### config.mk
export PLATFORM = sky130hd
export DESIGN_NAME = updown_counter_mod
export DESIGN_NICKNAME = d
export VERILOG_FILES = /design/src/rtl/updown_counter_pkg.sv /design/src/rtl/updown_counter_next.sv /design/src/rtl/updown_counter_mod.sv
export SDC_FILE = /design/constraint.sdc
export NUM_CORES = 1
export LEC_CHECK = 0
export BUFFER_PORTS_ARGS = -buffer_cell sky130_fd_sc_hd__buf_4
export CAP_MARGIN = 20
export CELL_PAD_IN_SITES_DETAIL_PLACEMENT = 1
export CELL_PAD_IN_SITES_GLOBAL_PLACEMENT = 1
export CORE_UTILIZATION = 37
export CTS_BUF_LIST = sky130_fd_sc_hd__clkbuf_4 sky130_fd_sc_hd__clkbuf_8
export CTS_CLUSTER_DIAMETER = 50
export DETAILED_ROUTE_END_ITERATION = 8
export HOLD_SLACK_MARGIN = 0.12
export PLACE_DENSITY = 0.82
export SLEW_MARGIN = 20
export SYNTH_ARGS = -nofsm -noshare
export SYNTH_HDL_FRONTEND = slang
export SYNTH_SLANG_ARGS = --single-unit
### constraint.sdc
create_clock -name clk -period 2.45 [get_ports clk]
set_input_delay 0.49 -clock clk [delete_from_list [all_inputs] [get_ports clk]]
set_output_delay 0.49 -clock clk [all_outputs]
set_load 0.02 [all_outputs]
### src/rtl/updown_counter_pkg.sv
// Shared types and parameter checks for the modulo up/down counter.
// The saturating variant is selected with UPDOWN_COUNTER_SAT_EN (see updown_counter_next).
package updown_counter_pkg;

  typedef enum logic {
    DIR_UP   = 1'b0,
    DIR_DOWN = 1'b1
  } dir_e;

  // Step magnitudes must never exceed the modulus, so a single wrap/clamp suffices.
  function automatic bit params_legal(input int w, input int max, input int sw);
    bit ok;
    ok = 1'b1;
    if (w < 1 || w > 30) ok = 1'b0;
    if (sw < 1 || sw > 30) ok = 1'b0;
    if (ok) begin
      if (max < 1 || max > ((1 << w) - 1)) ok = 1'b0;
      if (((1 << sw) - 1) > max) ok = 1'b0;
    end
    return ok;
  endfunction

endpackage

### src/rtl/updown_counter_next.sv
// Combinational next-count and wrap/clamp flag for the up/down counter.
// UPDOWN_COUNTER_SAT_EN defined: clamp at 0/MAX instead of wrapping modulo MAX+1.
module updown_counter_next
  import updown_counter_pkg::*;
#(
  parameter int W   = 4,
  parameter int MAX = 2**W - 1,
  parameter int SW  = 2
) (
  input  logic [W-1:0]  cur_i,
  input  logic [SW-1:0] step_i,
  input  logic          down_i,
  output logic [W-1:0]  nxt_o,
  output logic          wrap_o
);

  localparam logic [W:0] MAX_X = (W+1)'(MAX);
  localparam logic [W:0] MOD_X = (W+1)'(MAX + 1);

  dir_e       dir;
  logic [W:0] cur_x;
  logic [W:0] step_x;
  logic [W:0] sum;

  // Everything is widened by one bit so the carry is visible before comparing.
  assign dir    = dir_e'(down_i);
  assign cur_x  = {1'b0, cur_i};
  assign step_x = (W+1)'(step_i);
  assign sum    = cur_x + step_x;

  always_comb begin
    nxt_o  = cur_i;
    wrap_o = 1'b0;
    if (dir == DIR_UP) begin
      if (sum > MAX_X) begin
`ifdef UPDOWN_COUNTER_SAT_EN
        nxt_o = W'(MAX_X);
`else
        nxt_o = W'(sum - MOD_X);
`endif
        wrap_o = 1'b1;
      end else begin
        nxt_o = W'(sum);
      end
    end else begin
      if (step_x > cur_x) begin
`ifdef UPDOWN_COUNTER_SAT_EN
        nxt_o = '0;
`else
        nxt_o = W'(cur_x + MOD_X - step_x);
`endif
        wrap_o = 1'b1;
      end else begin
        nxt_o = W'(cur_x - step_x);
      end
    end
  end

endmodule

### src/rtl/updown_counter_mod.sv
// Parametrised modulo up/down counter with variable step, parallel load and wrap flag.
// Define UPDOWN_COUNTER_SAT_EN for the saturating (clamp) variant.
module updown_counter_mod
  import updown_counter_pkg::*;
#(
  parameter int W   = 4,
  parameter int MAX = 2**W - 1,
  parameter int SW  = 2
) (
  input  logic          clk,
  input  logic          nrst,
  input  logic          en,
  input  logic          down,
  input  logic [SW-1:0] step,
  input  logic          load,
  input  logic [W-1:0]  din,
  output logic [W-1:0]  out,
  output logic          wrap,
  output logic          zero
);

  localparam logic [W:0] MAX_X = (W+1)'(MAX);

  if (!params_legal(W, MAX, SW)) begin : g_bad_params
    $error("updown_counter_mod: illegal W/MAX/SW combination");
  end

  logic [W-1:0] cnt_q, cnt_d;
  logic         wrap_q, wrap_d;
  logic         zero_q;
  logic [W-1:0] cnt_nxt;
  logic         cnt_wrap;
  logic [W-1:0] din_clamp;

  updown_counter_next #(
    .W   (W),
    .MAX (MAX),
    .SW  (SW)
  ) u_next (
    .cur_i  (cnt_q),
    .step_i (step),
    .down_i (down),
    .nxt_o  (cnt_nxt),
    .wrap_o (cnt_wrap)
  );

  assign din_clamp = ({1'b0, din} > MAX_X) ? W'(MAX_X) : din;

  // Load beats enable; a zero step is treated as hold.
  always_comb begin
    cnt_d  = cnt_q;
    wrap_d = 1'b0;
    if (load) begin
      cnt_d = din_clamp;
    end else if (en && (step != '0)) begin
      cnt_d  = cnt_nxt;
      wrap_d = cnt_wrap;
    end
  end

  always_ff @(posedge clk or negedge nrst) begin
    if (!nrst) begin
      cnt_q  <= '0;
      wrap_q <= 1'b0;
      zero_q <= 1'b1;
    end else begin
      cnt_q  <= cnt_d;
      wrap_q <= wrap_d;
      zero_q <= (cnt_d == '0);
    end
  end

  assign out  = cnt_q;
  assign wrap = wrap_q;
  assign zero = zero_q;

endmodule

==> run metrics <==
status complete, no violations; via count 409; largest net degree at the start of global routing 10; number of enable flip-flop cells after synthesis 0; Max Freq 473 MHz; total global-route track usage 0.193; Num CTS Buffers 3; synthesized area per cell 10.4 µm²; final setup TNS 0 ps; RSZ-0062 raised after global routing false; met3 Use GR 0.0407; Max Clock Skew 0.790 ps; Die Span Y 38.0 µm; Final ANT Viol Nets 0; WHS 501 ps; Pins Over Slew Limit 0; GRT Max-Usage Layer met2; met2 Use GR 0.309; Max Cap Viol 0; Post-Syn Instances 46; final-stage net count 84; DRC viols 0; GPL Wtd Cong 0.713; sequential share of the synthesized area 0.315; die width 38.0 µm; final instance area 638 µm²; post-CTS setup buffer count 0; Post-synth top flop dfrtp_1; First-pass DRT Iterations 2; CP Launch Type flip-flop; global-route wire length before repair 1.73 mm; global-route met1 utilization 0.204; Distinct cells, synth 27; clk sinks 6; Reg clk slew, reported paths 50 ps; hpwl dp 910 µm; I/O pin count 17; area share of the largest cell type after synthesis 0.260; Hold Violations, Final 0; maximum root-to-sink buffer count 2; final-layout fill cell count 145; clk_lat worst skew 240 ps; Critical Path AT 2260 ps; WL/cell 13.9 µm; slew margin rel. 0.737; peak supply drop 315 µV; cts repair resizes 0; share of cells above drive strength 1 0.379; Site Rows 12; Pwr Density 563 nW/µm²; FFs w/ async S/R, synth 1.00; diode count 0; Min-Delay Path Class in2reg; top cells by count, synth dfrtp_1, ha_1, inv_1, nor2b_1, nor3_1; clock root buffer clkbuf_4; initial core utilization 0.416; gr ovfl total 0; final-report setup violation count 0; synthesis-stage register bit count 6; critical path required time 2590 ps; worst slew pin tran 390 ps; DIE AREA 1450 µm²; class of the most critical setup path reg2reg; fin crit share 0.863; H-tree depth 1; initial antenna violation count 0; ranking of synthesized cells by area dfrtp_1, ha_1, fa_1; Post-DP Area 598 µm²; vias in the first global route 383; area grow syn2layout 32.8%; count leader, synth dfrtp_1; area of the mapped netlist 480 µm²; DR vias/cell 5.11; CTS tree yes; Ys Warns 0; DR iter-0 viols 4; Min Clock Period, post-route 2110 ps; port buffer count 16; syn nets 63; Core ar. 1160 µm²; area leader, netlist dfrtp_1; Critical Path End Type flip-flop; Routed WL 1.11 mm; maximum fanout along the worst path 4; Leakage 0.304 nW
[layer usage]
metal | vias to the layer above | part of all wire
met3 | 2 | 0.031
met1 | 196 | 0.39
li1 | 201 | -
met5 | - | 0
met4 | 0 | 0.017
met2 | 10 | 0.56
[logic make-up after synthesis]
group           Yosys count  share of synthesized area
simple gates             16                      0.203
xor+xnor                  1                     0.0182
compound gates           10                      0.151
flops                     6                      0.315
mux                       2                     0.0521
fa+ha+maj                 6                      0.188
buf+inv                   5                     0.0729
[final cells by class]
class	instances	area, µm²	share of cell area
sequential	6	151	0.237
multi-input combinational	35	294	0.461
clock buffer	4	30.0	0.0471
timing repair buffer	17	130	0.204
tap	14	17.5	0.0275
inverter	4	15.0	0.0235
[repair_timing]
action                                  CTS  global route
endpoints found under the hold margin     5             0
endpoints found under the setup margin    0             0
hold buffers                              1             0
[stage by stage]
stage          cells   util  setup WS (ps)  power (mW)
3_5_place_dp      75  0.517            136       0.252
3_3_place_gp      75  0.517            220       0.247
6_report          80  0.552            337       0.359
4_1_cts           80  0.552            308       0.367
5_1_grt           80  0.552            218       0.392
2_1_floorplan     46      -            399       0.201
[state kept, by name, summed over array words and instances (netlist names)]
| signal | cells |
|---|---|
| out | 4 |
| wrap | 1 |
| zero | 1 |
[where the power goes]
| group | internal, mW | total [mW] | switching (mW) |
|---|---|---|---|
| Clock | 0.0727 | 0.108 | 0.0354 |
| Combinational | 0.0602 | 0.125 | 0.0650 |
| Sequential | 0.112 | 0.126 | 0.0140 |
[cell usage in the layout (no fill, tap or decap), drive strengths merged]
cell	n
o21a	1
dfstp	1
nor4	1
o21ai	3
dfrtp	5
nor3b	1
a211oi	2
mux2i	1
dlygate4sd3	1
buf	16
nand3	1
a21oi	2
a22oi	1
ha	4
nor2b	4
xor2	1
inv	4
nand2	1
nand2b	1
clkbuf	4
or3b	1
fa	2
mux2	1
a31oi	1
nor2	3
nor3	3
[critical path, stage by stage, from the launching register on]
cell     delay (ps)
dfrtp_1         380
inv_1            70
ha_1            210
fa_1            380
mux2i_1         190
nor2_2           50
xor2_1          150
mux2_4          280
nor4_2          290
[worst paths after layout]
kind                         from     end  slack, ps  depth (start not counted)
setup / recovery           out[0]    zero        340                          8
hold / removal             din[2]  out[2]        500                          2
setup reg to reg           out[0]    zero        340                          8
hold reg to reg            out[3]    wrap        720                          2
max in group asynchronous    nrst    zero       1640                          2
min in group asynchronous    nrst    wrap        610                          2
No activity file was read; power rests on OpenSTA's default activity.
